==> src/rtl/booth_mul_if.sv <==
// Request/response bundle between the EX stage and the Booth multiplier.
// The EX stage drives the operands and controls; the multiplier returns status and the product.
interface booth_mul_if #(
  parameter int WIDTH = 32
);
  logic               start;
  logic               is_signed;
  logic               cancel;
  logic [WIDTH-1:0]   x;
  logic [WIDTH-1:0]   y;
  logic               busy;
  logic               done;
  logic [2*WIDTH-1:0] result;
  logic [1:0]         dbg_state;

  modport master (
    output start, is_signed, cancel, x, y,
    input  busy, done, result, dbg_state
  );

  modport slave (
    input  start, is_signed, cancel, x, y,
    output busy, done, result, dbg_state
  );
endinterface

==> src/rtl/booth_mul_seq.sv <==
// Iterative radix-4 Booth multiplier for MULT/MULTU. It retires one Booth digit per clock
// and writes the {HI,LO} product when it finishes.
module booth_mul_seq #(
  parameter int WIDTH = 32
) (
  input  logic        clk,
  input  logic        rst,
  booth_mul_if.slave  bus
);
  localparam int E  = WIDTH + 2;
  localparam int N  = E / 2;
  localparam int AW = 2 * E;
  localparam int CW = $clog2(N);

  typedef enum logic [1:0] {
    S_IDLE = 2'd0,
    S_CALC = 2'd1,
    S_DONE = 2'd2
  } state_t;

  // Handshake: start is taken only in IDLE or DONE. busy is high for exactly N CALC cycles.
  // done is a one-cycle pulse with result valid. cancel aborts CALC and produces no done.
  state_t             state_q, state_d;
  logic [E-1:0]       y_q, y_d;
  logic               prev_q, prev_d;
  logic [AW-1:0]      mcand_q, mcand_d;
  logic [AW-1:0]      acc_q, acc_d;
  logic [CW-1:0]      idx_q, idx_d;
  logic [2*WIDTH-1:0] result_q, result_d;

  logic               accept;
  logic               last_digit;
  logic [E-1:0]       x_ext, y_ext;
  logic [2:0]         triplet;
  logic               pp_neg;
  logic [AW-1:0]      pp_mag, pp_add;
  logic               busy_o, done_o;

  assign accept     = bus.start && ((state_q == S_IDLE) || (state_q == S_DONE));
  assign last_digit = (idx_q == CW'(N - 1));

  // State register
  always_ff @(posedge clk or posedge rst) begin
    if (rst) begin
      state_q <= S_IDLE;
    end else begin
      state_q <= state_d;
    end
  end

  // Next-state logic
  always_comb begin
    state_d = state_q;
    unique case (state_q)
      S_IDLE: if (bus.start) state_d = S_CALC;
      S_CALC: begin
        if (bus.cancel)      state_d = S_IDLE;
        else if (last_digit) state_d = S_DONE;
      end
      S_DONE: state_d = bus.start ? S_CALC : S_IDLE;
      default: state_d = S_IDLE;
    endcase
  end

  // Output logic
  always_comb begin
    busy_o = (state_q == S_CALC);
    done_o = (state_q == S_DONE);
  end

  assign bus.busy      = busy_o;
  assign bus.done      = done_o;
  assign bus.result    = result_q;
  assign bus.dbg_state = state_q;

  // The multiplicand is kept sign-extended to 2E bits and pre-shifted by 2 per digit.
  // Because of this, +-X and +-2X need no shifter and never overflow the E+1-bit intermediate.
  always_comb begin
    x_ext   = bus.is_signed ? {{2{bus.x[WIDTH-1]}}, bus.x} : {2'b00, bus.x};
    y_ext   = bus.is_signed ? {{2{bus.y[WIDTH-1]}}, bus.y} : {2'b00, bus.y};
    triplet = {y_q[1], y_q[0], prev_q};

    pp_mag = '0;
    pp_neg = 1'b0;
    case (triplet)
      3'b001, 3'b010: pp_mag = mcand_q;
      3'b011:         pp_mag = mcand_q << 1;
      3'b100: begin
        pp_mag = mcand_q << 1;
        pp_neg = 1'b1;
      end
      3'b101, 3'b110: begin
        pp_mag = mcand_q;
        pp_neg = 1'b1;
      end
      default: pp_mag = '0;
    endcase
    pp_add = pp_neg ? ~pp_mag : pp_mag;

    y_d      = y_q;
    prev_d   = prev_q;
    mcand_d  = mcand_q;
    acc_d    = acc_q;
    idx_d    = idx_q;
    result_d = result_q;

    if (accept) begin
      y_d     = y_ext;
      prev_d  = 1'b0;
      mcand_d = {{(AW-E){x_ext[E-1]}}, x_ext};
      acc_d   = '0;
      idx_d   = '0;
    end else if ((state_q == S_CALC) && !bus.cancel) begin
      acc_d   = acc_q + pp_add + AW'(pp_neg);
      y_d     = {2'b00, y_q[E-1:2]};
      prev_d  = y_q[1];
      mcand_d = mcand_q << 2;
      idx_d   = idx_q + 1'b1;
      if (last_digit) result_d = acc_d[2*WIDTH-1:0];
    end
  end

  // Datapath registers
  always_ff @(posedge clk or posedge rst) begin
    if (rst) begin
      y_q      <= '0;
      prev_q   <= 1'b0;
      mcand_q  <= '0;
      acc_q    <= '0;
      idx_q    <= '0;
      result_q <= '0;
    end else begin
      y_q      <= y_d;
      prev_q   <= prev_d;
      mcand_q  <= mcand_d;
      acc_q    <= acc_d;
      idx_q    <= idx_d;
      result_q <= result_d;
    end
  end
endmodule

==> src/flat_wrapper.sv <==
// flat-port wrapper written by rule: the top's interface ports become plain ports
module booth_mul_seq_flat 
#(
  parameter int WIDTH = 32
)
  (clk, rst, bus_start, bus_is_signed, bus_cancel, bus_x, bus_y, bus_busy, bus_done, bus_result, bus_dbg_state);
  booth_mul_if #(.WIDTH(WIDTH)) bus_i ();
  input  logic clk;
  input  logic rst;
  input wire logic [$bits(bus_i.start)-1:0] bus_start;
  input wire logic [$bits(bus_i.is_signed)-1:0] bus_is_signed;
  input wire logic [$bits(bus_i.cancel)-1:0] bus_cancel;
  input wire logic [$bits(bus_i.x)-1:0] bus_x;
  input wire logic [$bits(bus_i.y)-1:0] bus_y;
  output wire logic [$bits(bus_i.busy)-1:0] bus_busy;
  output wire logic [$bits(bus_i.done)-1:0] bus_done;
  output wire logic [$bits(bus_i.result)-1:0] bus_result;
  output wire logic [$bits(bus_i.dbg_state)-1:0] bus_dbg_state;
  assign bus_i.start = bus_start;
  assign bus_i.is_signed = bus_is_signed;
  assign bus_i.cancel = bus_cancel;
  assign bus_i.x = bus_x;
  assign bus_i.y = bus_y;
  assign bus_busy = bus_i.busy;
  assign bus_done = bus_i.done;
  assign bus_result = bus_i.result;
  assign bus_dbg_state = bus_i.dbg_state;
  booth_mul_seq #(.WIDTH(WIDTH)) u_core (.clk(clk), .rst(rst), .bus(bus_i));
endmodule
==> config.mk <==
export PLATFORM = sky130hd
export DESIGN_NAME = booth_mul_seq_flat
export DESIGN_NICKNAME = d
export VERILOG_FILES = /design/src/rtl/booth_mul_if.sv /design/src/rtl/booth_mul_seq.sv /design/src/flat_wrapper.sv
export SDC_FILE = /design/constraint.sdc
export NUM_CORES = 1
export LEC_CHECK = 0
export BUFFER_PORTS_ARGS = -buffer_cell sky130_fd_sc_hd__buf_2
export CORE_AREA = 4 4 199 123
export CTS_BUF_LIST = sky130_fd_sc_hd__clkbuf_8
export CTS_CLUSTER_DIAMETER = 150
export DETAILED_ROUTE_END_ITERATION = 10
export DIE_AREA = 0 0 203 127
export PLACE_DENSITY_LB_ADDON = 0.08
export REMOVE_ABC_BUFFERS = 1
export SYNTH_ARGS = -nofsm -noshare
export SYNTH_HDL_FRONTEND = slang
export SYNTH_SLANG_ARGS = --single-unit
==> constraint.sdc <==
create_clock -name clk -period 7 [get_ports clk]
set_input_delay 0 -clock clk [delete_from_list [all_inputs] [get_ports clk]]
set_output_delay 0 -clock clk [all_outputs]
set_load 0.05 [all_outputs]
# Word-level counts from Yosys, hierarchy flattened
# Cells that the tools add are included.
# Widths: inputs -> output; s select.
# classes
n_eq_ne	11
n_mux	20
n_reduce_logical	11
add_sub_neg	3
n_bitwise	2
# ops
cell	n
$mux 68	5
$mux 34	4
$pmux 68 s2	1
$add 68x1->68	1
$add 68x68->68	1
$not 68->68	1
$mux 5	2
$eq 3x3->1 const B	3
$eq 3x2->1 const B	2
$mux 2	3
$pmux 2 s3	1
$add 5x1->5 const B	1
$eq 5x5->1 const B	1
$mux 1	4
$reduce_or 4->1	1
$eq 3x1->1 const B	1
$ne 3x2->1 const B	1
$reduce_and 3->1	1
$reduce_or 3->1	1
$eq 2x1->1 const B	1
$eq 2x2->1 const B	1
$logic_and 1x1->1	2
$logic_not 2->1	1
$ne 2x2->1 const B	1
other kinds (6)	6
# word_totals
word_cells	54
in_bits	69
regBits	242
out_inout_bits	68

# Logic depth before layout (Yosys ltp)
# logic_depth
ltp_word	9
depth_mapped	19
ltp_nobuf	16

# Worst setup path before layout
# OpenSTA, ideal clock, no wires.
# synth_path
path_type	register -> register
start	reg u_core.prev_q
end	reg u_core.result_q[62] (netlist: u_core.bus.result[62])
setup_ns	0.129
required_time_ns	6.871
setup_slack_ns	2.461
t_arrival_ns	4.410
synth_period_minus_slack_ns	4.539
stages_incl_launch_ff	18
n_path_buf	2
path_cell_list	dfrtp_1 -> inv_1 -> ha_1 -> o31ai_1 -> clkbuf_1 -> clkbuf_1 -> xor2_1 -> fa_1 -> a21o_1 -> a221oi_2 -> a21oi_1 -> a211oi_2 -> o31a_1 -> o211a_1 -> o31ai_4 -> a221oi_1 -> xor2_1 -> o21ai_1
# synth_via
elab_chain_cells	7
word_cells_on_any_way	15
cone_classes	add/sub (2); eq/ne (6); mux (3); bitwise (1); reduce/logical (3)
# synth_lines
item	line	rtl
from (decl)	booth_mul_seq.sv:25	logic prev_q, prev_d;
from (signal assigned)	booth_mul_seq.sv:134	prev_q <= prev_d;
$eq 3x1->1 (tied with other cells)	booth_mul_seq.sv:85	case (triplet)
$reduce_or 4->1 (no source line) or $reduce_or 2->1 (tied branches)	-	
$pmux 68 s2	booth_mul_seq.sv:85	
$not 68->68	booth_mul_seq.sv:98	pp_add = pp_neg ? ~pp_mag : pp_mag;
$mux 68	booth_mul_seq.sv:98	
$add 68x68->68	booth_mul_seq.sv:114	acc_d = acc_q + pp_add + AW'(pp_neg);
$add 68x1->68 (*)	booth_mul_seq.sv:114	
to (signal assigned)	booth_mul_seq.sv:138	result_q <= result_d;
to (decl)	booth_mul_seq.sv:29	logic [2*WIDTH-1:0] result_q, result_d;
# Every way passes the cells marked *; elsewhere a longest branch is shown, timed or not.
# A chain may end at the register's enable or synchronous reset.

# Worst setup path in the final report
# layout_path
start	reg u_core.prev_q
end	reg u_core.result_q[63] (netlist: u_core.bus.result[63])
# The elaborated chain is that of the path after synthesis.

==> impl_metrics.env <==
export IMPL_fin_crit_sh=0.771
export IMPL_finalNetCount=1896
export IMPL_cts_max_level=2
export IMPL_clockRootBuffer="clkbuf_8"
export IMPL_synth_compound_area_frac=0.240
export IMPL_rr_startpoint="u_core.prev_q"
export IMPL_ys_ff_latch=233
export IMPL_p_total_mw=7.95
export IMPL_post_cts_buffers=0
export IMPL_slowest_delay_ns=0.74
export IMPL_tritoncts="built"
export IMPL_gp_congestion=0.908
export IMPL_cp_top_family="compound AO/OA/AOI/OAI gates"
export IMPL_dieArea_mm2=0.0258
export IMPL_via_per_inst=6.08
export IMPL_syn_area_mm2=0.0139
export IMPL_drt_iter0_drc=1344
export IMPL_synth_top_family_by_area="compound AO/OA/AOI/OAI gates"
export IMPL_synth_edf_count=0
export IMPL_syn_avg_cell_area_um2=8.63
export IMPL_die_x_um=203
export IMPL_ir_worst_vdd_mv=0.338
export IMPL_synth_ff_type="dfrtp_1"
export IMPL_worst_skew_pair_late_latency_ns=0.58
export IMPL_initial_core_util=0.610
export IMPL_worst_ep_arrival_time_ns=5.82
export IMPL_hp_class="in -> async"
export IMPL_syn_inst=1607
export IMPL_grt_pass1_wl_mm=62.1
export IMPL_gr_usage_all_layers=0.290
export IMPL_relSlewSlack=0.187
export IMPL_grt_ovfl_total=0
export IMPL_hold_ws_ns=0.165
export IMPL_power_density_mw_per_mm2=494
export IMPL_clockBufferDepth=3
export IMPL_critPathSlowestCell="mux2_2"
export IMPL_required_ns=7.42
export IMPL_drv_cap=0
export IMPL_final_hold_viol_count=0
export IMPL_grt_pass1_vias=11800
export IMPL_slew_violations=0
export IMPL_clock_skew_ns=0.0295
export IMPL_wl_mm=37.7
export IMPL_setup_viol=0
export IMPL_worstPathCellList="inv_1, ha_2, mux2_2, a22oi_1, xor2_1, ha_1, nand3_1, nor4b_1, o21ai_1, a21oi_1, a21oi_1, o41ai_2, a211oi_2, o31a_1, o221ai_1, o21ai_0"
export IMPL_reg2reg_setup_slack_ns=1.61
export IMPL_die_h_um=127
export IMPL_portBuffers=136
export IMPL_synth_xor_area_share=0.0796
export IMPL_max_clock_freq_mhz=185
export IMPL_ff2ff_path_depth=16
export IMPL_io_pins=137
export IMPL_critPathLaunchType="register"
export IMPL_core_mm2=0.0228
export IMPL_post_cts_resized=0
export IMPL_area_growth_synth_to_final_pct=16.0
export IMPL_final_layout_size_suffix_gt1_frac=0.123
export IMPL_synth_async_reset_ratio=1.00
export IMPL_rows=43
export IMPL_hpwlAfterDp_mm=24.8
export IMPL_post_drt_wl_per_cell_um=18.0
export IMPL_numClockSinks=233
export IMPL_crit_fanout=38
export IMPL_first_pass_iters=8
export IMPL_ys_seq_area_frac=0.420
export IMPL_path_common_cell="a21oi_1"
export IMPL_synth_adder_area_share=0.0682
export IMPL_rsz0062_at_grt="no"
export IMPL_clk_pin_slew_ns=0.06
export IMPL_power_leakage_nw=7.63
export IMPL_synth_mux_area_frac=0.00153
export IMPL_crit_buf_inv=1
export IMPL_synth_cell_types=58
export IMPL_antenna_found_initial=1
export IMPL_period_minus_slack_ns=5.39
export IMPL_grt_max_degree=124
export IMPL_path_class="reg -> reg"
export IMPL_yosys_area_share_simple=0.154
export IMPL_ant_nets=0
export IMPL_n_fill_cell=1781
export IMPL_reg2reg_to="u_core.bus.result[63]"
export IMPL_worst_setup_path_end_kind="register"
export IMPL_tightest_slew_ns=1.22
export IMPL_run_status="complete, no violations"
export IMPL_cts_buffers=35
export IMPL_vias=12700
export IMPL_drt_drc_violations_left=0
export IMPL_yosysWarnings=0
synth_stat cells, drive strengths merged, types with 3 or more instances:
master  number  share of area
o21a         5         0.0027
a31oi       58          0.026
dfrtp      233           0.42
nor2b        7         0.0032
o211ai       3         0.0016
o22ai        3         0.0014
ha          74          0.067
a221oi       7         0.0049
o221ai       3         0.0019
a21o        40          0.022
nand3       75          0.027
nand2      244          0.066
inv         26         0.0070
nand2b       7         0.0032
a211oi       9         0.0056
and3         6         0.0027
o31a         3         0.0019
nand4       13         0.0059
clkbuf     100          0.027
nor3        13         0.0047
xor2        92          0.058
a21boi       6         0.0032
nor2       114          0.031
a21oi       96          0.035
and2         4         0.0018
a41oi        3         0.0019
or3          5         0.0026
a22oi       71          0.038
o21bai      11         0.0060
xnor2       34          0.021
buf          9         0.0027
and4         7         0.0044
o21ai      194          0.070
o31ai       11         0.0069
state kept, by name, summed over array words and instances, names as in the netlist:
name                  count
u_core.prev_q             1
u_core.idx_q              5
u_core.y_q               33
u_core.acc_q             64
u_core.bus.result        64
u_core.bus.dbg_state      2
u_core.mcand_q           64
routing by layer:
| metal | vias to the layer above | part of all wire | track usage |
|---|---|---|---|
| met4 | 0 | 0.014 | 0.0642 |
| met2 | 538 | 0.40 | 0.395 |
| met3 | 49 | 0.081 | 0.0520 |
| li1 | 6016 | - | - |
| met1 | 6112 | 0.50 | 0.479 |
| met5 | - | 0 | 0 |
worst min-delay path, cell delays in order:
cell,delay (ns)
dlygate4sd3_1,0.52
buf_2,0.15
inv_8,0.58
cell usage in the layout (no fill, tap or decap), drive strengths merged, types with 13 or more instances in the layout:
cell type / n
a21o: 40
nor2: 114
clkbuf: 44
a21oi: 96
dfrtp: 233
o21ai: 194
dlygate4sd3: 67
ha: 74
nand2: 244
a22oi: 71
nand3: 75
a31oi: 58
nor3: 13
xor2: 92
nand4: 13
buf: 150
inv: 34
xnor2: 34
metrics by stage:
step	setup TNS (ns)	std cells	utilization	setup WS (ns)	area, um2
after floorplan	-395.45	1498	-	-3.86	13500
after global placement	0	1963	0.646	1.86	14700
after detailed placement	0	1963	0.646	1.78	14700
after CTS	0	2089	0.707	1.80	16100
after global routing	0	2090	0.707	1.30	16100
final	0	2090	0.707	1.61	16100
how the worst max path moves through the flow:
stage | startpoint | endpoint | cells after the start
final | u_core.prev_q | u_core.bus.result[63] | 16
after global routing | u_core.prev_q | u_core.bus.result[47] | 16
after CTS | u_core.prev_q | u_core.bus.result[63] | 16
after floorplan | u_core.prev_q | u_core.acc_q[56] | 15
after detailed placement | u_core.prev_q | u_core.bus.result[59] | 16
after global placement | u_core.prev_q | u_core.bus.result[63] | 16
where the power goes:
part / switching [mW] / leakage, nW / internal, mW
Combinational: 3.04 / 4.25 / 1.81
Clock: 0.558 / 0.402 / 0.641
Sequential: 0.258 / 2.97 / 1.64
Total: 3.86 / 7.63 / 4.09
cell families after synthesis:
group,count (synthesis)
AOI/OAI and AO/OA,539
xor gates and xnor gates,126
adders and majority gates,75
buffers and inverters,135
DFF,233
muxes,2
and+or+nand+nor,497
timing repair:
action                                  in CTS  in global routing
hold buffers                                67                  0
endpoints found under the setup margin       0                  0
hold endpoints to repair                   189                  0
layout make-up:
class                   count  area, um2  area share
repair buffers            217       1460      0.0905
clock buffers              44        606      0.0376
clock inverters            15        123     0.00762
multi-input cells        1239       7580       0.471
flip-flops and latches    233       5830       0.362
diodes                      1       2.50    0.000155
inverters                  26        105     0.00653
well taps                 315        394      0.0245
Power figures use the tool's default switching activity.
